### src/rtl/store_unit.sv
// store_unit: serialises a committed SB/SH/SW onto the byte-wide memory bus.
// Ports: clk_in, rst_in, rdy_in | req_* request in | mem_a/mem_dout/mem_wr bus | done, busy status.
module store_unit #(
  parameter int          ADDR_W     = 32,
  parameter logic [1:0]  IO_BASE_HI = 2'b11
) (
  input  logic              clk_in,
  input  logic              rst_in,
  input  logic              rdy_in,
  input  logic              req_valid,
  output logic              req_ready,
  input  logic [5:0]        req_order,
  input  logic [ADDR_W-1:0] req_addr,
  input  logic [31:0]       req_data,
  input  logic              io_buffer_full,
  output logic [ADDR_W-1:0] mem_a,
  output logic [7:0]        mem_dout,
  output logic              mem_wr,
  output logic              done,
  output logic              busy
);

  localparam logic [5:0] OP_SB = 6'd18;
  localparam logic [5:0] OP_SH = 6'd19;
  localparam logic [5:0] OP_SW = 6'd20;

  typedef enum logic {
    IDLE,
    WRITE
  } state_t;

  state_t              state;
  logic [ADDR_W-1:0]   base;
  logic [31:0]         wdata;
  logic [2:0]          cnt;
  logic [1:0]          idx;
  logic                stall;
  logic                last;

  // Bus address/data are pure functions of the latched store, so they
  // stay put across stalls and keep the final byte visible in IDLE.
  always_comb begin
    mem_a = base + ADDR_W'(idx);
    unique case (idx)
      2'd0:    mem_dout = wdata[7:0];
      2'd1:    mem_dout = wdata[15:8];
      2'd2:    mem_dout = wdata[23:16];
      default: mem_dout = wdata[31:24];
    endcase
  end

  assign stall     = io_buffer_full & (mem_a[17:16] == IO_BASE_HI);
  assign mem_wr    = (state == WRITE) & rdy_in & ~stall;
  assign last      = ({1'b0, idx} == (cnt - 3'd1));
  assign req_ready = (state == IDLE);
  assign busy      = (state == WRITE);

  always_ff @(posedge clk_in or posedge rst_in) begin
    if (rst_in) begin
      state <= IDLE;
      base  <= '0;
      wdata <= '0;
      cnt   <= 3'd1;
      idx   <= 2'd0;
      done  <= 1'b0;
    end else begin
      // done is a single-cycle pulse even if rdy_in drops right after.
      done <= 1'b0;
      if (rdy_in) begin
        unique case (state)
          IDLE: begin
            if (req_valid) begin
              unique case (req_order)
                OP_SB, OP_SH, OP_SW: begin
                  base  <= req_addr;
                  wdata <= req_data;
                  idx   <= 2'd0;
                  state <= WRITE;
                  unique case (req_order)
                    OP_SB:   cnt <= 3'd1;
                    OP_SH:   cnt <= 3'd2;
                    default: cnt <= 3'd4;
                  endcase
                end
                // Unknown opcode: swallow it and report completion.
                default: done <= 1'b1;
              endcase
            end
          end
          WRITE: begin
            if (mem_wr) begin
              if (last) begin
                state <= IDLE;
                done  <= 1'b1;
              end else begin
                idx <= idx + 2'd1;
              end
            end
          end
          default: state <= IDLE;
        endcase
      end
    end
  end

endmodule

### config.mk
export PLATFORM = sky130hd
export DESIGN_NAME = store_unit
export DESIGN_NICKNAME = d
export VERILOG_FILES = /design/src/rtl/store_unit.sv
export SDC_FILE = /design/constraint.sdc
export NUM_CORES = 1
export LEC_CHECK = 0
export CAP_MARGIN = 10
export CORE_UTILIZATION = 38
export DETAILED_ROUTE_END_ITERATION = 7
export DONT_BUFFER_PORTS = 1
export GPL_TIMING_DRIVEN = 0
export PLACE_DENSITY_LB_ADDON = 0.1
export SYNTH_ARGS = -nofsm -noshare
export SYNTH_HDL_FRONTEND = slang
export SYNTH_SLANG_ARGS = --single-unit
### constraint.sdc
create_clock -name clk_in -period 2.84 [get_ports clk_in]
set_input_delay 0.568 -clock clk_in [delete_from_list [all_inputs] [get_ports clk_in]]
set_output_delay 0.568 -clock clk_in [all_outputs]
set_load 0.03 [all_outputs]
# Yosys cells after proc, flatten, opt, wreduce, memory -nomap -nowiden
# Index checks and enable logic that the tools add are counted.
classes:
  add_sub_neg: 3
  eq_ne: 11
  mux: 18
  n_bitwise: 5
  reduce_logical: 4
ops:
  columns: ["operator", "count"]
  rows:
  - ["adder 32 x 2 -> 32 bit", 1]
  - ["one-hot mux 8 bit (3 select lines)", 1]
  - ["== test 6 x 5 -> 1 bit, second input constant", 3]
  - ["two-way mux 1 bit", 9]
  - ["two-way mux 2 bit", 4]
  - ["inequality test 2 bit, second input constant", 3]
  - ["one-hot mux 3 bit (2 select lines)", 1]
  - ["AND reduction 5 bit", 1]
  - ["== test 2 bit, second input constant", 2]
  - ["one-hot mux 1 bit (2 select lines)", 2]
  - ["one-hot mux 2 bit (2 select lines)", 1]
  - ["AND reduction 4 bit", 1]
  - ["AND 1 bit", 3]
  - ["== test 2 x 3 -> 1 bit", 1]
  - ["OR reduction 3 bit", 1]
  - ["subtractor 3 x 1 -> 3 bit, second input constant", 1]
  - ["adder 2 x 1 -> 2 bit, second input constant", 1]
  - ["== test 2 x 1 -> 1 bit, second input constant", 1]
  - ["zero test 2 bit", 1]
  - ["inequality test 2 x 1 -> 1 bit, second input constant", 1]
  - ["inverter 1 bit", 2]
word_totals:
  register_bits: 71
  in_bits: 75
  output_inout_bits: 44
  wordCells: 47

# Longest topological paths before layout
# Gate-level depths: netlist (run 1).
logic_depth:
  word_depth: 8
  depth_mapped: 9
  ltp_nobuf: 9

# Least setup slack after synthesis (run 1)
# Ideal clock, no wire load.
synth_path:
  path_type: "register to output"
  start: "reg idx[0]"
  end: "out mem_wr"
  arrival_ns: 2.690
  required_time_ns: 2.272
  path_slack_ns: -0.418
  stages_incl_launch_ff: 10
  path_buffers: 0
  path_cell_list: "dfrtp_1 > ha_1 > inv_1 > fa_1 > and2b_1 > nor3b_2 > nand2_1 > xnor2_1 > and3_2 > nor2_1"
synth_between:
  elab_chain_cells: 5
synth_lines:
  columns: ["item", "line", "source"]
  rows:
  - ["from (decl)", "36", "logic [1:0] idx;"]
  - ["from (signal assigned)", "96", "idx <= idx + 2'd1;"]
  - ["adder 32 x 2 -> 32 bit", "43", "mem_a = base + ADDR_W'(idx);"]
  - ["named net mem_a[16]", "16", "output logic [ADDR_W-1:0] mem_a,"]
  - ["== test 2 bit", "52", "assign stall = io_buffer_full & (mem_a[17:16] == IO_BASE_HI);"]
  - ["AND 1 bit", "52", null]
  - ["inverter 1 bit", "53", "assign mem_wr = (state == WRITE) & rdy_in & ~stall;"]
  - ["AND 1 bit", "53", null]
  - ["to (decl)", "18", "output logic mem_wr,"]
# The timed path passes the listed nets, and every way through them passes these cells.

# Worst setup path after layout (run 1)
# Ends and elaborated chain as after synthesis.

==> results.yml, run 1 <==
placement:
  place_area_sq_mm: 0.00397
  post-place-ws_ns: -0.514
  dp.cells: 430
  dp_hpwl_microns: 5800
  place_congestion: 0.724
  io_buffers: 0
sta:
  hold_violations: 0
  worst_pin_slew_ns: 0.773
  period_needed_ns: 3.11
  rsz0062_at_grt: "true"
  relSlewSlack: 0.481
  fmax_ghz: 0.321
  skew_ns: 0.00854
  finalCritPeriodShare: 1.10
  setup_violations: 16
  setup_slack_ns: -0.275
  hold_slack_ns: 0.302
  finalMaxSlewViolations: 0
yosys:
  synth_ff_type: "dfrtp_1"
  syn_nets: 383
  netlist_area_sq_mm: 0.00372
  synth_warnings: 0
  synth_common_cells: "70 x dfrtp_1, 57 x mux2_2, 26 x xnor2_1"
  yosysMostFrequentCell: "dfrtp_1"
  synthArstFlopShare: 1.00
  yosys.area.top_type: "dfrtp_1"
  synth_cell_types: 39
  synth_area_leaders: "dfrtp_1 47%, mux2_2 17%, xnor2_1 6.1%"
  synth_edf_count: 0
  avgSynthCellArea_sq_um: 12.4
  ys_seq_area_frac: 0.477
  synth_top_cell_area_share: 0.470
  synth_cells: 300
  synth_seq_cells: 71
floorplan:
  die_area_sq_mm: 0.0102
  boundaryPins: 119
  die_w_microns: 101
  core-area_sq_mm: 0.00937
  die_y_microns: 101
  initial_core_util: 0.397
  num_rows: 35
worst_setup_path:
  crit_type: "reg2out"
  end_kind: "primary output"
  required_ns: 2.27
  cp-start-kind: "flip-flop"
  crit_arrival_ns: 2.55
  worst-path-max-fanout: 4
routing:
  drt-initial-drc-count: 52
  drt-pass1-iter-count: 5
  drc: 0
  wirelength_microns: 8850
  detail-route-antenna-nets: 0
  vias: 2409
  vias_per_cell: 5.14
  wl_per_cell_microns: 18.9
global_routing:
  antenna_found_initial: 0
  met1_usage: 0.231
  grt_pass1_vias: 2563
  grt_max_degree: 68
  grt_usage: 0.181
  busiest_layer: "met2"
  met2_usage: 0.282
  grt_pass1_wl_microns: 13700
  grt_overflow: 0
  grt_util_met3: 0.0811
hold_path:
  hp-class: "in2reg"
layout:
  multiInputGateArea_sq_mm: 0.00243
  fill_cells: 824
  fin_cells: 469
  drive_gt1_frac: 0.559
  antenna_cells: 0
  nNetsFinal: 418
  syn_to_final_growth_pct: 33.3
  final_cell_area_sq_mm: 0.00497
  regArea_sq_mm: 0.00178
run_status:
  outcome: "finished, violations left"
  violations: "setup timing"
clock_network:
  cts_sinks: 71
  numCtsBuffers: 9
  clkTransAtPathRegs_ns: 0.08
  cts_max_level: 3
  clk_latency_ns: 0.34
  clock_path_buffers: 2
  cts_root_buf: "clkbuf_8"
  cts_tree: "built"
job:
  maxCapViolCount: 0
power:
  ir_drop_mv: 0.330
  p_leak_nw: 2.35
  total_power_w: 0.00387
  power.density_mw_per_mm2: 779
## layer usage
metal  routed length [microns]  part of all wire  vias up
met2                      4230              0.48       76
met5                         0                 0        -
li1                          -                 -     1116
met1                      3790              0.43     1209
met3                       763             0.086        8
met4                        70            0.0079        0
## cells by family (layout without fill, tap and decap cells)
family,Yosys count,count (layout),synth area share
AOI/OAI and AO/OA,15,15,0.0366
DFF,71,71,0.477
buffers and inverters,33,73,0.0484
and+or+nand+nor,65,65,0.0991
muxes,75,75,0.230
xor gates and xnor gates,33,33,0.0796
adders and majority gates,8,8,0.0289
## through the flow
step | TNS (ns) | util
floorplan | -0.0982 | -
global placement | -39.92 | 0.421
detailed placement | -6.28 | 0.424
CTS | -3.39 | 0.515
global route | -5.36 | 0.530
finish | -3.01 | 0.530
## worst max-delay path: stages (launching register included)
cell     delay [ns]
dfrtp_2        0.40
ha_4           0.15
inv_2          0.04
fa_2           0.32
and2b_2        0.25
nor3b_4        0.24
nand2_2        0.12
xnor2_4        0.34
and3_4         0.27
nor2_4         0.06
## timing repair
| action | in CTS | in global routing |
|---|---|---|
| gates resized for setup | 85 | 17 |
| pin swaps | 24 | 19 |
| hold buffers | 1 | 0 |
| buffers inserted | 19 | 7 |
| endpoints found under the setup margin | 40 | 35 |
| endpoints found under the hold margin | 4 | 0 |
| gates cloned | 0 | 0 |
## layout make-up
cell class	instances	area share
multi-input cells	196	0.490
flip-flops and latches	71	0.359
repair buffers	27	0.0484
well taps	129	0.0325
clock buffers	11	0.0285
plain buffers	9	0.0181
inverters	21	0.0164
clock inverters	5	0.00680
## flip-flops by register name (all words and copies together), names as in the netlist
name,count
base,32
busy,1
cnt,3
done,1
idx,2
wdata,32
## placed cells by master, fill, tap and decap left out, drive strengths merged
cell type,synthesis,layout
dfrtp,70,70
mux2,64,64
buf,8,34
xnor2,27,27
inv,21,21
nand2,21,21
nand3,13,13
clkbuf,4,12
mux2i,11,11
a222oi,8,8
nor2,8,8
ha,7,7
and3,6,6
xor2,6,6
nand4,5,5
nor3,3,3
clkinv,0,3
nor2b,2,2
clkinvlp,0,2
a21oi,2,2
nor4b,2,2
or3b,1,1
or3,1,1
and2b,1,1
nor3b,1,1
a2bb2oi,1,1
a311o,1,1
and4,1,1
o22ai,1,1
o21ai,1,1
a22o,1,1
fa,1,1
dfstp,1,1
dlygate4sd3,0,1
## path summary, 6_finish.rpt
kind                                    startpoint                     to  slack (ns)  cells after the start
min in group asynchronous                   rst_in  wdata[19]$_DFFE_PP0P_        0.57                      2
worst min register to register  cnt[0]$_DFFE_PP1P_     cnt[0]$_DFFE_PP1P_        0.51                      2
max in group asynchronous                   rst_in    base[3]$_DFFE_PP0P_        1.71                      3
worst max register to register  idx[0]$_DFFE_PP0P_     idx[1]$_DFFE_PP0P_        0.39                      9
worst max-delay path            idx[0]$_DFFE_PP0P_                 mem_wr       -0.27                      9
worst min-delay path                  req_order[0]     cnt[0]$_DFFE_PP1P_        0.30                      1
## report_power, final
group / total [W] / internal [W] / switching [W]
clock: 0.000738 / 0.000340 / 0.000398
sequential: 0.00158 / 0.00126 / 0.000321
combinational: 0.00155 / 0.000672 / 0.000875
(Power assumes the default switching activity.)
==> inputs of run 2 (changes only) <==
- ABC_AREA: default -> 1
==> run 2 against run 1 <==
Compared with the run above: the run still ends with setup timing left; critical path depth increased by 2; register-to-register slack improved by 0.34 ns; total power increased by 4.0%.
==> results.yml, run 2 <==
worst_setup_path:
  slowest_stage: "dfrtp_1"
  reg2reg_from: "idx[1]$_DFFE_PP0P_"
  worst_path_largest_cell_delay_ns: 0.40
  end_kind: "primary output"
  required_ns: 2.27
  r2r_cells: 12
  cp-start-kind: "flip-flop"
  worstPathCellList: "ha_4 > inv_2 > fa_2 > inv_2 > nand3_4 > nor2_4 > nand2_4 > inv_1 > nand4_1 > nor2_4 > xor2_4"
  r2r_end: "idx[1]$_DFFE_PP0P_"
  crit_arrival_ns: 2.44
  reg2reg_slack_ns: 0.73
  crit_type: "reg2out"
  worst-path-max-fanout: 2
hold_path:
  hp-class: "in2async"
yosys:
  yosys.area.top_type: "dfrtp_1"
  synth_edf_count: 0
  synth_area_leaders: "dfrtp_1 45%, nand2_1 19%, xor2_1 5.2%"
  syn_nets: 573
  netlist_area_sq_mm: 0.00391
  yosysMostFrequentCell: "nand2_1"
  synth_common_cells: "201 x nand2_1, 70 x dfrtp_1, 45 x inv_1"
  synth_ff_type: "dfrtp_1"
  synth_top_cell_area_share: 0.448
  avgSynthCellArea_sq_um: 7.97
  synth_cells: 490
  synth_warnings: 0
  synth_cell_types: 35
  ys_seq_area_frac: 0.455
  synth_seq_cells: 71
  synthArstFlopShare: 1.00
floorplan:
  initial_core_util: 0.396
  die_w_microns: 103
  core-area_sq_mm: 0.00986
  die_y_microns: 103
  die_area_sq_mm: 0.0107
  boundaryPins: 119
  num_rows: 36
layout:
  nNetsFinal: 604
  final_common_cell: "nand2_1"
  drive_gt1_frac: 0.240
  utilization: 0.501
  fin_cells: 659
  reg_top3: "base: 32 flops, wdata: 32 flops, cnt: 3 flops"
  syn_to_final_growth_pct: 26.4
  antenna_cells: 0
  fill_cells: 982
  final_cell_mix: "197 x nand2_1, 68 x dfrtp_1, 41 x inv_1"
clock_network:
  cts_root_buf: "clkbuf_8"
  clk_latency_ns: 0.35
  cts_tree: "built"
  clock_path_buffers: 2
  clkTransAtPathRegs_ns: 0.09
  cts_sinks: 71
  cts_max_level: 3
  numCtsBuffers: 9
power:
  p_leak_nw: 2.47
  ir_drop_mv: 0.380
  total_power_w: 0.00402
  power.density_mw_per_mm2: 814
sta:
  relSlewSlack: 0.523
  setup_slack_ns: -0.166
  rsz0062_at_grt: "true"
  finalCritPeriodShare: 1.06
  worst_pin_slew_ns: 0.711
  setup_violations: 8
  hold_violations: 0
  period_needed_ns: 3.01
  fmax_ghz: 0.333
  skew_ns: 0.0138
  finalMaxSlewViolations: 0
placement:
  place_congestion: 0.810
  dp_hpwl_microns: 7440
  dp.cells: 624
  io_buffers: 0
global_routing:
  grt_pass1_wl_microns: 16000
  grt_pass1_vias: 3130
  antenna_found_initial: 0
  grt_max_degree: 45
  grt_overflow: 0
  grt_usage: 0.203
routing:
  vias_per_cell: 4.87
  wirelength_microns: 10400
  vias: 3207
  detail-route-antenna-nets: 0
  drt-pass1-iter-count: 4
  wl_per_cell_microns: 15.7
  drc: 0
  drt-initial-drc-count: 129
run_status:
  violations: "setup timing"
  outcome: "finished, violations left"
job:
  maxCapViolCount: 0
-- run 2: worst max path at each step --
stage | from | endpoint | slack (ns) | depth (start not counted)
global route | base[0]$_DFFE_PP0P_ | mem_a[14] | -0.33 | 11
finish | base[0]$_DFFE_PP0P_ | mem_a[28] | -0.17 | 11
detailed placement | idx[0]$_DFFE_PP0P_ | mem_a[28] | -0.29 | 11
floorplan | idx[0]$_DFFE_PP0P_ | mem_a[22] | 0.02 | 11
CTS | idx[0]$_DFFE_PP0P_ | mem_a[22] | -0.26 | 12
global placement | rst_in | base[25]$_DFFE_PP0P_ | -0.46 | 1
-- run 2: kinds of logic after synthesis --
family / after synthesis / share of synthesized area
AO/OA/AOI/OAI: 51 / 0.0756
flip-flops: 71 / 0.455
buffers and inverters: 65 / 0.0698
XOR/XNOR: 29 / 0.0650
adder cells (fa/ha/maj): 8 / 0.0275
AND/OR/NAND/NOR: 266 / 0.307
-- run 2: stage by stage --
stage,area (sq um),worst slack [ns],TNS (ns),hold slack [ns]
finish,4940,-0.166,-1.21,0.0932
CTS,4770,-0.262,-1.79,0.0902
global placement,4090,-0.461,-33.75,0.463
detailed placement,4120,-0.286,-1.70,0.466
global route,4940,-0.335,-2.95,0.0946
floorplan,3920,0.0185,0,0.449
-- run 2: repair_timing --
item	in CTS	in global routing
pin swaps	12	16
hold buffers	0	0
resized for setup	60	23
setup endpoints to repair	27	26
setup buffers	14	6
-- run 2: layout make-up --
cell class	instances	area, sq um	share of cell area
plain buffers	17	93.8	0.0190
clock buffers	10	128	0.0258
clock inverters	6	61.3	0.0124
inverters	47	179	0.0362
multi-input cells	354	2330	0.472
flip-flops and latches	71	1780	0.361
well taps	133	166	0.0337
repair buffers	21	198	0.0400
-- run 2: where the power goes --
part	internal, W	leakage [nW]	switching, W	total (W)
sequential	0.00128	0.883	0.000303	0.00158
clock	0.000403	0.0960	0.000396	0.000800
combinational	0.000503	1.49	0.00113	0.00164
-- run 2: critical path: cells and delay by family (launching register included) --
| family | cells | cell delay, ns |
|---|---|---|
| buffers and inverters | 3 | 0.20 |
| AND/OR/NAND/NOR | 5 | 0.70 |
| flip-flops | 1 | 0.40 |
| XOR/XNOR | 1 | 0.28 |
| adder cells (fa/ha/maj) | 2 | 0.50 |
-- run 2: metal layers --
| metal | global-route usage | share of wire | vias up | routed length [microns] |
|---|---|---|---|---|
| met5 | 0 | 0 | - | 0 |
| met4 | 0.0542 | 0.012 | 0 | 127 |
| met3 | 0.0625 | 0.065 | 11 | 677 |
| met2 | 0.343 | 0.49 | 92 | 5050 |
| met1 | 0.251 | 0.44 | 1512 | 4520 |
| li1 | - | - | 1592 | - |
==> inputs of run 3 (changes only) <==
==> constraint.sdc (replaced) <==
create_clock -name clk_in -period 2.84 [get_ports clk_in]
set_input_delay 0.142 -clock clk_in [delete_from_list [all_inputs] [get_ports clk_in]]
set_output_delay 0.142 -clock clk_in [all_outputs]
set_load 0.03 [all_outputs]
==> run 3 against run 2 <==
Compared with the run above: the run now ends clean; clock-buffer cell count is 1 lower; non-clock buffer count is 56 higher; worst setup slack better by 0.29 ns; via count is 6.4% higher; combinational power is 5% lower; design area is 5.4% higher; largest cell class unchanged.
==> results.yml, run 3 (same netlist as run 2, synthesis figures left out) <==
floorplan:
  num_rows: 36
  die_area_sq_mm: 0.0107
  die_w_microns: 103
  core-area_sq_mm: 0.00986
  boundaryPins: 119
  initial_core_util: 0.396
  die_y_microns: 103
layout:
  syn_to_final_growth_pct: 33.2
  nNetsFinal: 660
  antenna_cells: 0
  fill_cells: 983
  reg_top3: "base: 32 flops, wdata: 32 flops, cnt: 3 flops"
  drive_gt1_frac: 0.141
  final_common_cell: "nand2_1"
  final_cell_mix: "200 x nand2_1, 68 x dfrtp_1, 68 x dlygate4sd3_1"
worst_setup_path:
  end_kind: "primary output"
  worst-path-max-fanout: 4
  cpMostUsedCell: "nor2_4"
  worst_path_largest_cell_delay_ns: 0.37
  crit_type: "reg2out"
  cp-start-kind: "flip-flop"
  reg2reg_from: "idx[0]$_DFFE_PP0P_"
  worstPathCellList: "ha_2 > inv_1 > fa_2 > inv_2 > nand3_2 > nor2_4 > nand2_4 > nor2_4 > nand3b_4 > nor2_4 > nand2_2 > xor2_4"
  crit_family: "simple AND/OR/NAND/NOR gates"
  crit_arrival_ns: 2.57
  required_ns: 2.70
  slowest_stage: "dfrtp_2"
  critPathLaunch: "idx[0]$_DFFE_PP0P_"
  critPathBufInv: 2
clock_network:
  cts_sinks: 71
  clk_latency_ns: 0.36
  clock_path_buffers: 2
  cts_tree: "built"
  numCtsBuffers: 9
  cts_max_level: 3
  cts_root_buf: "clkbuf_8"
  clkTransAtPathRegs_ns: 0.08
routing:
  drt-initial-drc-count: 75
  detail-route-antenna-nets: 0
  drt-pass1-iter-count: 4
  wirelength_microns: 10600
  wl_per_cell_microns: 14.8
  vias: 3411
  vias_per_cell: 4.77
  drc: 0
sta:
  finalMaxSlewViolations: 0
  hold_violations: 0
  setup_violations: 0
  fmax_ghz: 0.368
  relSlewSlack: 0.370
  hold_slack_ns: 0.0804
  worst_pin_slew_ns: 0.935
  finalCritPeriodShare: 0.956
  skew_ns: 0.00422
  period_needed_ns: 2.71
power:
  power.share.combinational: 0.380
  seqPwrFrac: 0.377
  p_int_w: 0.00233
  p_clk_frac: 0.243
  ir_drop_mv: 0.412
  total_power_w: 0.00410
  p_sw_w: 0.00177
  sw_frac_of_total: 0.432
  power.density_mw_per_mm2: 788
  p_leak_nw: 2.61
placement:
  place_congestion: 0.822
  dp_hpwl_microns: 7530
  io_buffers: 0
global_routing:
  grt_pass1_vias: 3354
  grt_usage: 0.211
  grt_pass1_wl_microns: 16600
  grt_overflow: 0
  antenna_found_initial: 0
  grt_max_degree: 47
hold_path:
  hp-class: "in2reg"
  hp-start: "rdy_in"
job:
  maxCapViolCount: 0
run_status:
  outcome: "complete, no violations"
==> run 3: final cells by class <==
cell class / count / area, sq um / share of cell area
plain buffers: 18 / 96.3 / 0.0185
clock buffers: 9 / 124 / 0.0238
clock inverters: 7 / 121 / 0.0233
inverters: 47 / 179 / 0.0344
multi-input cells: 354 / 1970 / 0.378
flip-flops and latches: 71 / 1780 / 0.342
well taps: 133 / 166 / 0.0320
repair buffers: 76 / 773 / 0.149
==> run 3: through the flow <==
stage                     cell area [sq um]   util  setup TNS [ns]  setup WS (ns)  std cells
after floorplan                        3910      -               0          0.396        490
after global placement                 4070  0.413           -4.67        -0.0720        623
after detailed placement               4100  0.416               0         0.0714        624
after CTS                              5120  0.519               0        0.00950        711
after global routing                   5210  0.528         -0.0219        -0.0180        715
final                                  5210  0.528               0          0.125        715
==> run 3: metal layers <==
layer	track usage	up-vias	share of wire
met3	0.0692	15	0.073
met1	0.258	1600	0.43
met4	0.0693	0	0.016
met2	0.352	101	0.48
met5	0	-	0
li1	-	1695	-
==> run 3: timing repair <==
| item | CTS | global route |
|---|---|---|
| resized for setup | 12 | 14 |
| hold buffers | 68 | 0 |
| buffers inserted | 3 | 4 |
| pin swaps | 1 | 4 |
| endpoints found under the hold margin | 138 | 0 |
| endpoints found under the setup margin | 11 | 16 |
==> run 3: worst reg2reg max path: cells and delay by family (launching register included) <==
family	cells	cell delay [ns]
adder cells (fa/ha/maj)	2	0.53
buffers and inverters	2	0.13
flip-flops	1	0.37
AND/OR/NAND/NOR	10	0.99
==> run 3: power by group through the flow <==
stage               sequential, W  clock [W]  combinational, W
finish                    0.00155   0.000998           0.00156
global route              0.00159    0.00107           0.00172
CTS                       0.00154    0.00103           0.00155
detailed placement        0.00156          0           0.00141
global placement          0.00156          0           0.00137
floorplan                 0.00149          0           0.00119
==> run 3: worst paths after layout <==
kind / endpoint / slack [ns] / cells past startpoint
max: mem_a[30] / 0.13 / 12
min: done$_DFF_PP0_ / 0.08 / 3
max reg2reg: busy$_DFFE_PP0P_ / 0.78 / 14
min reg2reg: wdata[15]$_DFFE_PP0P_ / 0.48 / 2
max in group asynchronous: idx[1]$_DFFE_PP0P_ / 2.05 / 3
min in group asynchronous: cnt[1]$_DFFE_PP0P_ / 0.24 / 2
